File: src/rtl/div_ctrl_pkg.sv
// Shared constants for the M-extension divider: operand width, func3 codes,
// FSM state encodings and a small two's-complement helper.
package div_ctrl_pkg;

  localparam int unsigned XLEN  = 32;
  localparam int unsigned CNT_W = 6;

  localparam logic [2:0] INST_DIV  = 3'b100;
  localparam logic [2:0] INST_DIVU = 3'b101;
  localparam logic [2:0] INST_REM  = 3'b110;
  localparam logic [2:0] INST_REMU = 3'b111;

  localparam logic [1:0] S_IDLE  = 2'd0;
  localparam logic [1:0] S_START = 2'd1;
  localparam logic [1:0] S_CALC  = 2'd2;
  localparam logic [1:0] S_END   = 2'd3;

  localparam logic [XLEN-1:0] INT_MIN = {1'b1, {(XLEN-1){1'b0}}};

  function automatic logic [XLEN-1:0] neg_if(input logic neg, input logic [XLEN-1:0] v);
    return neg ? XLEN'((~v) + XLEN'(1)) : v;
  endfunction

endpackage

File: src/rtl/div_step.sv
// One restoring-division iteration: shift in the next dividend bit, trial
// subtract the divisor and keep the difference when it does not borrow.
module div_step
  import div_ctrl_pkg::*;
(
  input  logic [XLEN-1:0] rem_i,
  input  logic            dvd_msb_i,
  input  logic [XLEN-1:0] divisor_i,
  output logic [XLEN-1:0] rem_o,
  output logic            quo_bit_o
);

  logic [XLEN:0] shifted;
  logic [XLEN:0] diff;

  // rem < divisor keeps shifted below 2*divisor, so the top diff bit is a clean borrow
  assign shifted   = {rem_i, dvd_msb_i};
  assign diff      = shifted - {1'b0, divisor_i};
  assign quo_bit_o = ~diff[XLEN];
  assign rem_o     = quo_bit_o ? diff[XLEN-1:0] : shifted[XLEN-1:0];

endmodule

File: src/rtl/div_ctrl.sv
// Multi-cycle DIV/DIVU/REM/REMU controller: stalls the pipeline while a
// 32-iteration restoring divide runs, then issues a single write-back pulse.
module div_ctrl
  import div_ctrl_pkg::*;
(
  input  logic            clk,
  input  logic            rst,
  input  logic            start_i,
  input  logic            flush_i,
  input  logic [2:0]      func3_i,
  input  logic [XLEN-1:0] dividend_i,
  input  logic [XLEN-1:0] divisor_i,
  input  logic [4:0]      rd_addr_i,
  output logic            busy_o,
  output logic            hold_flag_o,
  output logic            ready_o,
  output logic [XLEN-1:0] result_o,
  output logic [4:0]      rd_addr_o,
  output logic            rd_wr_en_o
);

  logic [1:0]      state_q,    state_d;
  logic [2:0]      func3_q,    func3_d;
  logic [XLEN-1:0] dvd_q,      dvd_d;
  logic [XLEN-1:0] dsr_q,      dsr_d;
  logic [XLEN-1:0] rem_q,      rem_d;
  logic [XLEN-1:0] quo_q,      quo_d;
  logic [CNT_W-1:0] cnt_q,     cnt_d;
  logic            neg_quo_q,  neg_quo_d;
  logic            neg_rem_q,  neg_rem_d;
  logic [4:0]      rd_q,       rd_d;
  logic [XLEN-1:0] result_q,   result_d;
  logic [4:0]      rd_addr_q,  rd_addr_d;
  logic            ready_q,    ready_d;

  logic            is_signed;
  logic            want_rem;
  logic            dvd_neg;
  logic            dsr_neg;
  logic [XLEN-1:0] step_rem;
  logic            step_bit;
  logic [XLEN-1:0] quo_next;

  div_step u_div_step (
    .rem_i     (rem_q),
    .dvd_msb_i (dvd_q[XLEN-1]),
    .divisor_i (dsr_q),
    .rem_o     (step_rem),
    .quo_bit_o (step_bit)
  );

  assign is_signed = (func3_q == INST_DIV) || (func3_q == INST_REM);
  assign want_rem  = (func3_q == INST_REM) || (func3_q == INST_REMU);
  assign dvd_neg   = is_signed & dvd_q[XLEN-1];
  assign dsr_neg   = is_signed & dsr_q[XLEN-1];
  assign quo_next  = XLEN'({quo_q, step_bit});

  // Next-state and datapath updates; flush overrides everything but reset
  always_comb begin
    state_d   = state_q;
    func3_d   = func3_q;
    dvd_d     = dvd_q;
    dsr_d     = dsr_q;
    rem_d     = rem_q;
    quo_d     = quo_q;
    cnt_d     = cnt_q;
    neg_quo_d = neg_quo_q;
    neg_rem_d = neg_rem_q;
    rd_d      = rd_q;
    result_d  = result_q;
    rd_addr_d = rd_addr_q;
    ready_d   = 1'b0;

    case (state_q)
      S_IDLE: begin
        if (start_i) begin
          func3_d = func3_i;
          dvd_d   = dividend_i;
          dsr_d   = divisor_i;
          rd_d    = rd_addr_i;
          state_d = S_START;
        end
      end
      S_START: begin
        if (dsr_q == '0) begin
          result_d  = want_rem ? dvd_q : '1;
          rd_addr_d = rd_q;
          ready_d   = 1'b1;
          state_d   = S_END;
        end else if (is_signed && (dvd_q == INT_MIN) && (dsr_q == '1)) begin
          result_d  = want_rem ? '0 : INT_MIN;
          rd_addr_d = rd_q;
          ready_d   = 1'b1;
          state_d   = S_END;
        end else begin
          dvd_d     = neg_if(dvd_neg, dvd_q);
          dsr_d     = neg_if(dsr_neg, dsr_q);
          neg_quo_d = dvd_neg ^ dsr_neg;
          neg_rem_d = dvd_neg;
          rem_d     = '0;
          quo_d     = '0;
          cnt_d     = CNT_W'(XLEN);
          state_d   = S_CALC;
        end
      end
      S_CALC: begin
        rem_d = step_rem;
        quo_d = quo_next;
        dvd_d = dvd_q << 1;
        cnt_d = cnt_q - CNT_W'(1);
        if (cnt_q == CNT_W'(1)) begin
          result_d  = want_rem ? neg_if(neg_rem_q, step_rem) : neg_if(neg_quo_q, quo_next);
          rd_addr_d = rd_q;
          ready_d   = 1'b1;
          state_d   = S_END;
        end
      end
      default: begin
        state_d = S_IDLE;
      end
    endcase

    if (flush_i) begin
      state_d   = S_IDLE;
      result_d  = result_q;
      rd_addr_d = rd_addr_q;
      ready_d   = 1'b0;
    end
  end

  always_ff @(posedge clk) begin
    if (rst) begin
      state_q   <= S_IDLE;
      func3_q   <= '0;
      dvd_q     <= '0;
      dsr_q     <= '0;
      rem_q     <= '0;
      quo_q     <= '0;
      cnt_q     <= '0;
      neg_quo_q <= 1'b0;
      neg_rem_q <= 1'b0;
      rd_q      <= '0;
      result_q  <= '0;
      rd_addr_q <= '0;
      ready_q   <= 1'b0;
    end else begin
      state_q   <= state_d;
      func3_q   <= func3_d;
      dvd_q     <= dvd_d;
      dsr_q     <= dsr_d;
      rem_q     <= rem_d;
      quo_q     <= quo_d;
      cnt_q     <= cnt_d;
      neg_quo_q <= neg_quo_d;
      neg_rem_q <= neg_rem_d;
      rd_q      <= rd_d;
      result_q  <= result_d;
      rd_addr_q <= rd_addr_d;
      ready_q   <= ready_d;
    end
  end

  // Stall low in END so the instruction retires with its write-back
  assign hold_flag_o = ~flush_i &
                       (((state_q == S_IDLE) & start_i) | (state_q == S_START) | (state_q == S_CALC));
  assign busy_o      = (state_q != S_IDLE);
  assign ready_o     = ready_q;
  assign rd_wr_en_o  = ready_q;
  assign result_o    = result_q;
  assign rd_addr_o   = rd_addr_q;

endmodule

File: config.mk
export PLATFORM = sky130hd
export DESIGN_NAME = div_ctrl
export DESIGN_NICKNAME = d
export VERILOG_FILES = /design/src/rtl/div_ctrl_pkg.sv /design/src/rtl/div_step.sv /design/src/rtl/div_ctrl.sv
export SDC_FILE = /design/constraint.sdc
export NUM_CORES = 1
export LEC_CHECK = 0
export ABC_AREA = 1
export BUFFER_PORTS_ARGS = -buffer_cell sky130_fd_sc_hd__buf_2
export CAP_MARGIN = 0
export CORE_UTILIZATION = 44
export DETAILED_ROUTE_END_ITERATION = 8
export HOLD_SLACK_MARGIN = 0.06
export RECOVER_POWER = 100
export SLEW_MARGIN = 10
export SYNTH_ARGS = -nofsm -noshare
export SYNTH_HDL_FRONTEND = slang
export SYNTH_SLANG_ARGS = --single-unit
File: constraint.sdc
create_clock -name clk -period 6 [get_ports clk]
set_input_delay 0 -clock clk [delete_from_list [all_inputs] [get_ports clk]]
set_output_delay 0 -clock clk [all_outputs]
set_load 0.02 [all_outputs]
==> out/results.txt, run 1 <==
Hold Crit Depth: 4
PwrDens: 222.2 nW/um2
mean routed wirelength per cell: 17.49 um
outcome: finished with violations
Final Worst Setup Slack: 662.8 ps
residual DRC count: 2
gr usage total: 31.08%
WL final: 54210 um
Finished Layout Cells: 3099
Post-Syn Area: 14950 um2
initial antenna violation count: 1
Layout Skew: 13.61 ps
WS Path Type: reg -> reg
first-pass GRT wire length: 85770 um
Worst-Margin Slew: 3241 ps
via/cell ratio: 5.489
worst r2r path cells: 25
TNS Setup: 0 ps
Hold Path Class: in -> reg
critical-path maximum fanout: 49
post-synthesis net count: 2643
die footprint: 34710 um2
Max transition margin: -116.1%
crit-path max cell delay: 1370 ps
Hold Startpoint: start_i
Antenna Diode Count: 0
endpoints failing setup: 0
commonest non-fill, non-tap cell in the layout: nand2_1
Max IR drop VDD: 0.2104 mV
Synth Instances: 2523
placed instance count: 2990
most used cell, CP: nand2_1
Seq/Total Area, Yosys: 24.51%
Synth cell types: 55
layout cells sized above 1: 7.922%
CTS tree: built
CP Capture Type: flop
DRT iter0 DRCs: 1519
maximum clock frequency: 187.4 MHz
Pleak: 7.708 nW
Root Buffer: clkbuf_16
DRT antenna net count: 0
Post-synth EDFFs: 0
Clock Latency Late Sink: 470 ps
asr flop ratio synth: 0%
Die Ht: 186.3 um
PortBufs: 116
Final Max Slew Viols: 159
via count: 17.01k
1st-pass router iterations: 9
CP max stage cell: nand2_1
core region area: 33450 um2
critical register-to-register path endpoint: result_o[31]
Routability Congestion: 0.9592
vias in the first global route: 15.65k
nets: 2761
most frequent cells in the layout: 702 x nand2_1, 272 x inv_1, 267 x a21oi_1
Clock Path Buffers: 2
CTS H-tree depth: 4
synthesis-to-layout area growth: 12.88%
pin count of the biggest net entering global routing: 80
Starting Density: 44.69%
dominant synthesized flop cell: dfxtp_1
Pwr Total: 3.750 mW
Tmin final: 5337 ps
CP Data Required Time: 6390 ps
Reg2Reg Setup Slack: 660 ps
Detailed Place HPWL: 40430 um
flops & latches, synth: 183
total grt overflow: 0
Worst Path Arrival: 5730 ps
Worst Hold Path EP: state_q[1]
failing checks: design-rule violations, max-capacitance violations, max-slew violations
worst reg2reg path startpoint: dvd_q[31]
Die W: 186.3 um
Tcrit/Tclk final: 88.95%
I/O pins: 117
FP Rows: 67
Synthesis Warnings: 0
Post-Place Setup Slack: 1040 ps
startpoint types: flop
Final Core Density: 50.44%
clock sink count: 183
cts bufs inserted: 17
clk slew on worst S/H paths: 70 ps
unrepaired setup endpoints after global routing: false
Final Hold Viols: 0
total of max-cap violations: 3
syn avg cell area: 5.924 um2
kinds of logic after synthesis:
logic type / synth area share, %
xor gates and xnor gates: 1.758
AOI/OAI and AO/OA: 21.00
buffers and inverters: 10.82
DFF: 24.51
and+or+nand+nor: 38.17
adders and majority gates: 3.733
worst max-delay path, delay by kind of cell (launching register included):
family	cells	cell delay, ps
AOI/OAI and AO/OA	2	560
and+or+nand+nor	19	3430
DFF	1	350
adders and majority gates	2	600
buffers and inverters	2	300
cell usage after synthesis, types with 7 or more instances:
cell type	number	area share (%)
o21ai_1	23	0.77
buf_1	13	0.33
nor2_1	228	5.7
clkbuf_1	74	1.9
o211ai_1	27	1.4
dfxtp_1	183	25
ha_1	43	3.6
nor3b_1	9	0.45
inv_1	273	6.9
nor4_1	20	0.84
nand4_1	36	1.5
a21oi_2	9	0.53
inv_2	12	0.30
buf_2	10	0.33
nand3_1	163	5.5
nand2_2	26	1.1
a31oi_1	22	0.92
buf_6	7	0.53
nand2_4	11	0.83
nand3b_1	9	0.45
a211oi_1	18	0.90
nor2_2	13	0.54
or2_2	7	0.29
xor2_1	23	1.3
xnor2_1	7	0.41
a21oi_1	264	8.8
o21ai_0	190	6.4
nor3_1	43	1.4
nand2_1	699	18
registers in the layout, indices dropped and copies added (netlist names):
register / flops
rem_q: 32
state_q: 2
rd_q: 5
dvd_q: 32
func3_q: 3
dsr_q: 32
neg_quo_q: 1
result_o: 32
rd_addr_o: 5
cnt_q: 6
quo_q: 31
neg_rem_q: 1
rd_wr_en_o: 1
metal layers:
| layer | vias to the layer above | wire length (um) | track usage [%] |
|---|---|---|---|
| li1 | 8547 | - | - |
| met4 | 0 | 1360 | 10.14 |
| met5 | - | 0 | 0 |
| met1 | 7752 | 25010 | 42.87 |
| met2 | 627 | 24300 | 49.50 |
| met3 | 83 | 3543 | 4.570 |
worst max path at each step:
| stage | from | endpoint | cells past startpoint |
|---|---|---|---|
| 2_1_floorplan | dsr_q[22] | result_o[28] | 28 |
| 6_report | dvd_q[31] | result_o[31] | 25 |
| 5_1_grt | dvd_q[31] | result_o[22] | 25 |
| 4_1_cts | dvd_q[31] | result_o[30] | 29 |
| 3_5_place_dp | dvd_q[31] | result_o[30] | 29 |
| 3_3_place_gp | dvd_q[31] | result_o[28] | 30 |
report_power, final:
part	switching, mW	internal, mW	total (mW)
Sequential	0.110	1.30	1.41
Combinational	0.877	0.385	1.26
Clock	0.547	0.526	1.07
metrics by stage:
| stage | area (um2) | hold WS [ps] |
|---|---|---|
| after floorplan | 14950 | 76.86 |
| after global placement | 15680 | 257.7 |
| after detailed placement | 15680 | 258.8 |
| after CTS | 17000 | 63.19 |
| after global routing | 16870 | 126.4 |
| final | 16870 | 84.63 |
cell type report:
class / count / area [um2]
clock buffer: 19 / 432.9
clock inverter: 10 / 80.08
fill: 3641 / 16580
inverter: 287 / 1077
multi-input combinational: 1940 / 9619
sequential: 183 / 3664
tap: 448 / 560.5
timing repair buffer: 212 / 1439
repair_timing:
item	in CTS	in global routing
hold endpoints to repair	97	0
hold buffers	80	0
buffers inserted	0	0
gates resized for setup	0	0
endpoints found under the setup margin	0	0
No activity file was read; power rests on OpenSTA's default activity.
==> run 2, diff against run 1 <==
==> constraint.sdc (replaced) <==
create_clock -name clk -period 6 [get_ports clk]
set_input_delay 0.3 -clock clk [delete_from_list [all_inputs] [get_ports clk]]
set_output_delay 0.3 -clock clk [all_outputs]
set_load 0.02 [all_outputs]
==> out/results.txt, run 2 (same netlist as run 1, synthesis figures left out) <==
wl on met1: 24670 um
total of max-cap violations: 2
CTS Hold Bufs: 0
Max transition margin: -36.98%
Detailed Place HPWL: 40430 um
core region area: 33450 um2
PwrDens: 230.2 nW/um2
unrepaired setup endpoints after global routing: false
mean routed wirelength per cell: 17.74 um
Post-Layout Inst Area: 16080 um2
residual DRC count: 0
CTS H-tree depth: 4
die footprint: 34710 um2
crit path from: dvd_q[31]
Starting Density: 44.69%
top layer in use: met4
most frequent cells in the layout: 702 x nand2_1, 272 x inv_1, 266 x a21oi_1
Logic pwr share: 32.8%
Final Hold Viols: 0
Die W: 186.3 um
Finished Layout Cells: 3019
crit-path max cell delay: 1370 ps
CTS tree: built
outcome: finished with violations
gr usage total: 30.70%
layout cells sized above 1: 8.285%
clock sink count: 183
FP Rows: 67
worst reg2reg path startpoint: dvd_q[31]
1st-pass router iterations: 8
maximum clock frequency: 187.4 MHz
Top Family by Delay on Critical Path: simple AND/OR/NAND/NOR gates
total grt overflow: 0
most used cell, CP: nand2_1
Worst Hold Path EP: rd_q[2]
CP Data Required Time: 6390 ps
Sequential Power Share: 38.2%
Hold Startpoint: rd_addr_i[2]
Clock Path Buffers: 2
first-pass GRT wire length: 84630 um
Die Ht: 186.3 um
DP Area: 15680 um2
Clk pwr share: 29.0%
Root Buffer: clkbuf_16
clk slew on worst S/H paths: 70 ps
WL final: 53560 um
critical-path maximum fanout: 49
metal3 WL: 3569 um
WP buf/inv: 3
Worst Path Arrival: 5730 ps
DRT antenna net count: 0
Max IR drop VDD: 0.2097 mV
WS Path Type: reg -> reg
Psw: 1.525 mW
nets: 2681
Clock Latency Late Sink: 470 ps
pin count of the biggest net entering global routing: 80
Hold Crit Depth: 3
TNS Setup: 0 ps
endpoints failing setup: 0
Sw Ratio: 41.21%
Pleak: 7.371 nW
CP max stage cell: nand2_1
Antenna Diode Count: 0
via/cell ratio: 5.539
via count: 16.72k
commonest non-fill, non-tap cell in the layout: nand2_1
DRT iter0 DRCs: 1479
Layout Skew: 15.04 ps
Routability Congestion: 0.9592
I/O pins: 117
Tmin final: 5337 ps
number of resized instances in the post-cts repair step: 0
post-CTS setup buffer count: 0
Worst-Margin Slew: 2055 ps
CP Capture Type: flop
met2 wire length: 23980 um
PortBufs: 116
synthesis-to-layout area growth: 7.593%
cts bufs inserted: 17
worst r2r path cells: 25
initial antenna violation count: 1
startpoint types: flop
Hold Path Class: in -> reg
Pwr Total: 3.702 mW
vias in the first global route: 15.29k
failing checks: max-capacitance violations, max-slew violations
Tcrit/Tclk final: 88.95%
placed instance count: 2990
internal power: 2.177 mW
Final Max Slew Viols: 106
critical register-to-register path endpoint: result_o[23]
Reg2Reg Setup Slack: 660 ps
-- run 2: through the flow --
stage	utilization (%)	worst slack, ps	hold WS, ps
after floorplan	-	1865	445.0
after global placement	46.89	1176	452.6
after detailed placement	46.89	1040	455.3
after CTS	48.42	1017	73.65
after global routing	48.08	278.4	90.10
final	48.08	663.1	85.96
-- run 2: power by group through the flow --
stage	sequential, mW	clock [mW]	combinational, mW
after CTS	1.41	1.09	1.21
after floorplan	1.41	0	0.861
after global routing	1.43	1.13	1.35
final	1.41	1.07	1.21
after detailed placement	1.44	0	1.20
after global placement	1.44	0	1.19
-- run 2: worst register-to-register path: cells and delay by family, from the launching register on --
kind	cells	cell delay, ps
AND/OR/NAND/NOR	18	3340
adder cells (fa/ha/maj)	2	600
AO/OA/AOI/OAI	2	570
buffers and inverters	3	400
flip-flops	1	350
-- run 2: layer usage --
layer  up-vias  track usage, %
li1       8389               -
met1      7681           42.71
met2       569           48.61
met3        84           4.570
met4         0           9.599
met5         -               0
-- run 2: how the worst max path moves through the flow --
stage                     slack, ps           end  cells after the start
after floorplan                1870  result_o[28]                     28
after global placement         1180  result_o[28]                     30
after detailed placement       1040  result_o[30]                     29
after CTS                      1020  result_o[30]                     29
after global routing            280  result_o[22]                     25
final                           660  result_o[23]                     25
-- run 2: area by class of cell --
cell class	instances	area [um2]
sequential	183	3664
tap	448	560.5
fill	3724	17370
multi-input combinational	1940	9623
clock inverter	10	80.08
timing repair buffer	132	644.4
inverter	287	1077
clock buffer	19	432.9
